===== src/rtl/div_unit.sv =====
// Multicycle signed restoring divider for the MIPS DIV instruction.
// Remainder goes to hi, quotient to lo; one quotient bit is resolved per cycle.
module div_unit #(
  parameter int WIDTH = 32,
  parameter int CNT_W = 6
) (
  input  logic             clk,
  input  logic             reset,
  input  logic             DivCtrl,
  input  logic [WIDTH-1:0] a,
  input  logic [WIDTH-1:0] b,
  output logic [WIDTH-1:0] hi,
  output logic [WIDTH-1:0] lo,
  output logic             busy,
  output logic             done,
  output logic             divZero
);

  typedef enum logic [1:0] {S_IDLE, S_CALC, S_FIX, S_DONE} state_t;

  state_t           r_state, w_next;
  logic [CNT_W-1:0] r_cnt;
  logic [WIDTH:0]   r_rem;
  logic [WIDTH-1:0] r_dvd;
  logic [WIDTH-1:0] r_dvs;
  logic             r_sign_q, r_sign_r;
  logic [WIDTH-1:0] r_hi, r_lo;
  logic             r_busy, r_done, r_divzero;

  logic             w_start, w_zero, w_last;
  logic [WIDTH:0]   w_shift, w_trial;
  logic             w_busy_nxt, w_done_nxt, w_dz_nxt;

  assign w_start = DivCtrl && (r_state == S_IDLE) && (b != '0);
  assign w_zero  = DivCtrl && (r_state == S_IDLE) && (b == '0);
  assign w_last  = (r_cnt == CNT_W'(WIDTH - 1));

  // The remainder carries one extra bit so the trial subtract's sign is its MSB.
  assign w_shift = {r_rem[WIDTH-1:0], r_dvd[WIDTH-1]};
  assign w_trial = w_shift - {1'b0, r_dvs};

  always_ff @(posedge clk or negedge reset) begin
    if (!reset) r_state <= S_IDLE;
    else        r_state <= w_next;
  end

  always_comb begin
    w_next = r_state;
    case (r_state)
      S_IDLE: if (w_start) w_next = S_CALC;
      S_CALC: if (w_last)  w_next = S_FIX;
      S_FIX:               w_next = S_DONE;
      S_DONE:              w_next = S_IDLE;
      default:             w_next = S_IDLE;
    endcase
  end

  always_comb begin
    w_busy_nxt = (w_next != S_IDLE);
    w_done_nxt = (r_state == S_FIX);
    w_dz_nxt   = w_zero;
  end

  always_ff @(posedge clk or negedge reset) begin
    if (!reset) begin
      r_cnt     <= '0;
      r_rem     <= '0;
      r_dvd     <= '0;
      r_dvs     <= '0;
      r_sign_q  <= 1'b0;
      r_sign_r  <= 1'b0;
      r_hi      <= '0;
      r_lo      <= '0;
      r_busy    <= 1'b0;
      r_done    <= 1'b0;
      r_divzero <= 1'b0;
    end else begin
      r_busy    <= w_busy_nxt;
      r_done    <= w_done_nxt;
      r_divzero <= w_dz_nxt;
      case (r_state)
        S_IDLE: if (w_start) begin
          // Magnitudes are unsigned, so the most-negative dividend maps to 2^(WIDTH-1) cleanly.
          r_dvd    <= a[WIDTH-1] ? (~a + 1'b1) : a;
          r_dvs    <= b[WIDTH-1] ? (~b + 1'b1) : b;
          r_sign_q <= a[WIDTH-1] ^ b[WIDTH-1];
          r_sign_r <= a[WIDTH-1];
          r_rem    <= '0;
          r_cnt    <= '0;
        end
        S_CALC: begin
          if (!w_trial[WIDTH]) r_rem <= w_trial;
          else                 r_rem <= w_shift;
          r_dvd <= {r_dvd[WIDTH-2:0], ~w_trial[WIDTH]};
          r_cnt <= r_cnt + 1'b1;
        end
        S_FIX: begin
          r_lo <= r_sign_q ? (~r_dvd + 1'b1) : r_dvd;
          r_hi <= r_sign_r ? (~r_rem[WIDTH-1:0] + 1'b1) : r_rem[WIDTH-1:0];
        end
        default: ;
      endcase
    end
  end

  assign hi      = r_hi;
  assign lo      = r_lo;
  assign busy    = r_busy;
  assign done    = r_done;
  assign divZero = r_divzero;

endmodule

===== config.mk =====
export PLATFORM = sky130hd
export DESIGN_NAME = div_unit
export DESIGN_NICKNAME = d
export VERILOG_FILES = /design/src/rtl/div_unit.sv
export SDC_FILE = /design/constraint.sdc
export NUM_CORES = 1
export LEC_CHECK = 0
export CAP_MARGIN = 20
export CORE_MARGIN = 5
export CORE_UTILIZATION = 52
export DETAILED_ROUTE_END_ITERATION = 10
export PLACE_DENSITY_LB_ADDON = 0.2
export SLEW_MARGIN = 20
export SYNTH_ARGS = -nofsm -noshare
export SYNTH_HDL_FRONTEND = slang
export SYNTH_SLANG_ARGS = --single-unit

===== constraint.sdc =====
create_clock -name clk -period 3 [get_ports clk]
set_clock_uncertainty 0.1 [all_clocks]
set_input_delay 0.75 -clock clk [delete_from_list [all_inputs] [get_ports clk]]
set_output_delay 0.75 -clock clk [all_outputs]
set_load 0.005 [all_outputs]

=== Yosys cells after proc, flatten, opt, wreduce, memory -nomap -nowiden ===
Index checks and enable logic that the tools add are counted.

* Register bits after elaboration: 173
* Bits of input ports: 67

* $add $sub $neg: 6
* Equal/unequal tests: 5
* Mux-type cells: 14
* Bitwise gates (word level): 6
* Reduce and logical (&&, ||, !) cells: 10

{| class="wikitable"
|+ Operators with widths
! kind !! count
|-
| 32-bit 2-to-1 mux || 7
|-
| 32-bit by 1-bit adder with 32-bit output, second input constant || 4
|-
| 32-bit NOT || 4
|-
| 32-bit one-hot mux with 2 select lines || 2
|-
| 33-bit by 32-bit subtractor with 33-bit output || 1
|-
| 32-bit zero test || 1
|-
| 32-bit nonzero test || 1
|-
| 6-bit one-hot mux with 2 select lines || 1
|-
| 2-bit one-hot mux with 4 select lines || 1
|-
| 6-bit by 1-bit adder with 6-bit output, second input constant || 1
|-
| 6-bit by 5-bit equality test with 1-bit output, second input constant || 1
|-
| 6-bit 2-to-1 mux || 1
|-
| 2-bit equality test, second input constant || 2
|-
| 2-bit 2-to-1 mux || 2
|-
| 2-bit AND reduction || 2
|-
| 2-bit nonzero test || 2
|-
| 1-bit logical AND || 3
|-
| 2-bit by 1-bit equality test with 1-bit output, second input constant || 1
|-
| 2-bit zero test || 1
|-
| 2-bit != test, second input constant || 1
|-
| 1-bit NOT || 1
|-
| 1-bit bitwise XOR || 1
|}

=== Logic depth before layout (Yosys ltp) ===
* Word-level depth: 6
* Gate-level depth with buffers: 14
* Gate-level depth less buffers: 12

=== Worst setup path after synthesis ===
OpenSTA, ideal clock, no wires.

* Path kind: register to register
* Start point: register r_rem[8]
* End point: register r_rem[12]
* Setup time: 0.133 ns
* Data arrival time: 2.968 ns
* Required time: 2.767 ns
* Slack: -0.201 ns
* Cell stages (with the launch flop): 14
* Path through: dfrtp_1 > ha_1 > buf_2 > a21oi_1 > o21ai_0 > a221o_1 > or4_4 > a311oi_4 > or3_1 > nand3_1 > buf_6 > buf_6 > a31oi_1 > o31ai_1

* Longest elaborated chain between the ends: 3

{| class="wikitable"
|+ Ends and longest elaborated chain
! what !! RTL line !! RTL
|-
| start: declaration || 23 || <nowiki>logic [WIDTH:0] r_rem;</nowiki>
|-
| start signal: assignment || 92 || <nowiki>if (!w_trial[WIDTH]) r_rem <= w_trial;</nowiki>
|-
| start signal: assignment || 93 || <nowiki>else r_rem <= w_shift;</nowiki>
|-
| 33-bit by 32-bit subtractor with 33-bit output || 40 || <nowiki>assign w_trial = w_shift - {1'b0, r_dvs};</nowiki>
|-
| 32-bit 2-to-1 mux || 92 ||
|-
| 32-bit one-hot mux with 2 select lines || 81 || <nowiki>case (r_state)</nowiki>
|}

Every way passes these cells.
A chain may end at the register's enable or synchronous reset.

=== Worst setup path after layout ===
* Start point: register r_dvd[31]
* End point: register r_rem[0]

* Longest elaborated chain between the ends: 3

{| class="wikitable"
|+ Ends and longest elaborated chain
! what !! RTL line !! RTL
|-
| start: declaration || 24 || <nowiki>logic [WIDTH-1:0] r_dvd;</nowiki>
|-
| start signal: assignment || 84 || <nowiki>r_dvd <= a[WIDTH-1] ? (~a + 1'b1) : a;</nowiki>
|-
| start signal: assignment || 94 || <nowiki>r_dvd <= {r_dvd[WIDTH-2:0], ~w_trial[WIDTH]};</nowiki>
|-
| 33-bit by 32-bit subtractor with 33-bit output || 40 ||
|-
| 32-bit 2-to-1 mux * || 92 ||
|-
| 32-bit one-hot mux with 2 select lines * || 81 ||
|}

Mark *: on every way between the ends. The rest lies on a longest branch, timed or not.

==> flow_summary.toml <==
[outcome]
status = "complete, but fails checks"
failed_checks = "negative setup slack"

[die]
die_area_um2 = 24300
start_util_pct = 52.8
die_h_um = 156
core-area_um2 = 21000
die_x_um = 156
fp-row-count = 53
pin_count = 134

[layout]
post-route-util_pct = 73.2
nets = 1670
final_cells = 1853
multi_input_area_um2 = 6650
area_growth_pct = 38.6
final.fill_count = 1570
seq_area_um2 = 4330
antenna_cells = 0
layout-drive-gt1-share_pct = 21.4

[setup_path]
worstPathArrival_ns = 3.40
r2r_end = "r_rem[0]"
slowest_stage = "or4_4"
crit_path_end_kind = "flop"
path_cells = "inv_2 -> ha_4 -> fa_2 -> nor2b_2 -> o2111ai_2 -> a21oi_2 -> or4_4 -> a311oi_4 -> or3_4 -> nand3_4 -> buf_12 -> mux2i_1 -> a22o_1"
cp_top_family = "simple AND/OR/NAND/NOR gates"
regToRegSetupSlack_ns = -0.18
r2r_cells = 13
cp.required_ns = 3.23
worstSetupPathType = "reg2reg"
cp_max_fo = 8
crit_path_start = "r_dvd[31]"
rr_startpoint = "r_dvd[31]"
critPathBufInv = 2
slowest_delay_ns = 0.56
worst_setup_path_start_kind = "flop"

[cts]
htreeDepth = 4
cts_tree = "built"
clock_path_buffers = 2
cts.sinks = 173
cts_root_buf = "clkbuf_16"
clkTransAtPathRegs_ns = 0.08
cts_buffers = 17
clk_latency_ns = 0.44

[grt]
overflow = 0
grt_pass1_wl_um = 48400
track_usage_pct = 24.5
antenna_found_initial = 0
grt_max_degree = 114
grt_pass1_vias = 9806

[job]
maxCapViolations = 0

[routing]
wl_um = 30400
wire_per_inst_um = 16.4
drc = 0
antenna_left = 0
drtPass1Iterations = 5
viasPerCell = 5.56
drt-initial-drc-count = 857
vias = 10300

[placed_design]
place.gp.congestion = 0.908
placed_cells = 1799
place_hpwl_um = 21400
port_buffers = 133

[synthesis]
synth_top_area_cell = "dfrtp_1"
syn-mean-instance-area_um2 = 8.78
syn-cell-area_um2 = 11100
synthCells = 1260
synth_seq_area_share_pct = 39.1
yosysTopAreaCellShare_pct = 39.1
synth_seq_cells = 173
synth_nets = 1365
ys_types = 64
ys.warnings.count = 0
async_flop_share_pct = 100
synth_area_leaders = "dfrtp_1 (39%), xor2_1 (8.9%), nand2_1 (6.3%)"
synth_top_flop_cell = "dfrtp_1"
synth_edf_count = 0

[power]
p_comb_share_pct = 62.8
power_switching_mw = 7.47
ir_drop_v = 0.000609
total_leakage_power_nw = 7.04
swShare_pct = 43.3
power.density_nw_per_um2 = 1120
intPower_mw = 9.77
pwr-share-clk_pct = 13.8
seq_power_share_pct = 23.4

[timing]
final_critical_path_setup_slack_ns = -0.176
rsz0062_at_grt = "yes"
fin_crit_sh_pct = 106
slew-limit-headroom_pct = 29.3
drv_slew = 0
layout_min_cycle_time_ns = 3.18
hold_viol_final = 0
fmax_mhz = 315
setup_viol = 34
worst_pin_slew_ns = 1.06

[hold_path]
hold_class = "in2async"
power groups by stage:
stage	Clock (mW)	Combinational (mW)	Sequential [mW]
after CTS	2.41	10.4	3.99
after global routing	2.51	11.8	4.14
after global placement	0	9.56	3.96
after detailed placement	0	9.82	4.00
final	2.39	10.8	4.03
after floorplan	0	6.60	3.94
worst max path at each step:
stage                     cells past startpoint        end  slack (ns)
final                                        13   r_rem[0]       -0.18
after global placement                       11  r_dvd[25]       -0.67
after CTS                                    12   r_rem[7]       -0.14
after detailed placement                     11  r_dvd[25]       -0.64
after global routing                         13   r_rem[0]       -0.27
after floorplan                              13  r_rem[24]       -0.18
registers in the layout, indices dropped and copies added (netlist names):
register,flops
lo,32
r_dvs,32
r_state,2
divZero,1
hi,32
r_dvd,32
r_sign_q,1
r_rem,32
r_sign_r,1
r_cnt,6
busy,1
done,1
synth_stat cells (10+ instances only):
master and n:
nand2_1 187, dfrtp_1 173, xor2_1 112, o21ai_1 96, o21ai_0 88, a21oi_1 60, nor2_1 60, inv_1 47
o31ai_1 40, xnor2_1 38, clkbuf_1 37, ha_1 37, mux2i_1 34, nand3_1 28, buf_2 18, nor3_1 15
o41ai_1 15, or3_1 15, or4_1 12, a221o_1 10, nand2b_1 10, nand4_1 10
final cells by class:
| cell class | count | area share [%] |
|---|---|---|
| Inverter | 47 | 1.15 |
| Timing Repair Buffer | 351 | 20.9 |
| Multi-Input combinational cell | 975 | 43.4 |
| Tap cell | 275 | 2.24 |
| Sequential cell | 173 | 28.2 |
| Clock inverter | 15 | 1.32 |
| Clock buffer | 17 | 2.77 |
metrics by stage:
stage	instance area [µm²]	power [mW]	setup slack (ns)	hold WS (ns)	TNS, ns
after floorplan	11200	10.5	-0.177	0.349	-5.05
after global placement	14100	13.5	-0.668	0.361	-42.01
after global routing	15300	18.5	-0.271	0.196	-7.11
after detailed placement	14100	13.8	-0.645	0.367	-45.36
after CTS	15000	16.8	-0.136	0.183	-4.66
final	15300	17.2	-0.176	0.151	-3.36
kinds of logic after synthesis:
logic type	Yosys count	synth area share, %
simple gates	387	16.9
compound gates	365	20.2
flops	173	39.1
xor+xnor	150	11.9
buf+inv	112	4.34
fa+ha+maj	38	4.36
mux	35	3.18
worst register-to-register path, stage by stage (launching register included):
cell,delay (ns)
dfrtp_1,0.39
inv_2,0.09
ha_4,0.14
fa_2,0.21
nor2b_2,0.05
o2111ai_2,0.23
a21oi_2,0.11
or4_4,0.56
a311oi_4,0.31
or3_4,0.21
nand3_4,0.14
buf_12,0.20
mux2i_1,0.13
a22o_1,0.19
timing repair:
action	CTS	global route
gates cloned	2	1
pin swaps	18	11
endpoints found under the setup margin	66	112
hold buffers	0	0
resized for setup	38	52
setup buffers	6	13
per-layer routing:
layer	vias up	GRT usage (%)	part of all wire, %
met5	-	0	0
met4	0	7.54	2.0
met3	45	3.44	5.3
met2	302	39.4	47
met1	4873	34.6	46
li1	5090	-	-
cells in the final DEF (no fill, tap or decap), types with 12 or more instances in the layout:
cell,Yosys,routed
nand3_1,28,27
o41ai_1,15,12
xnor2_1,38,37
dlymetal6s2s_1,0,18
nand2_1,187,187
nor3_1,15,12
dfrtp_1,173,173
a21oi_1,60,56
inv_1,47,41
ha_1,37,32
o21ai_1,96,94
clkbuf_16,0,18
nor2_1,60,60
clkdlybuf4s50_1,0,110
mux2i_1,34,30
xor2_1,112,112
o21ai_0,88,86
o31ai_1,40,36
buf_4,2,201
Power figures use the tool's default switching activity.
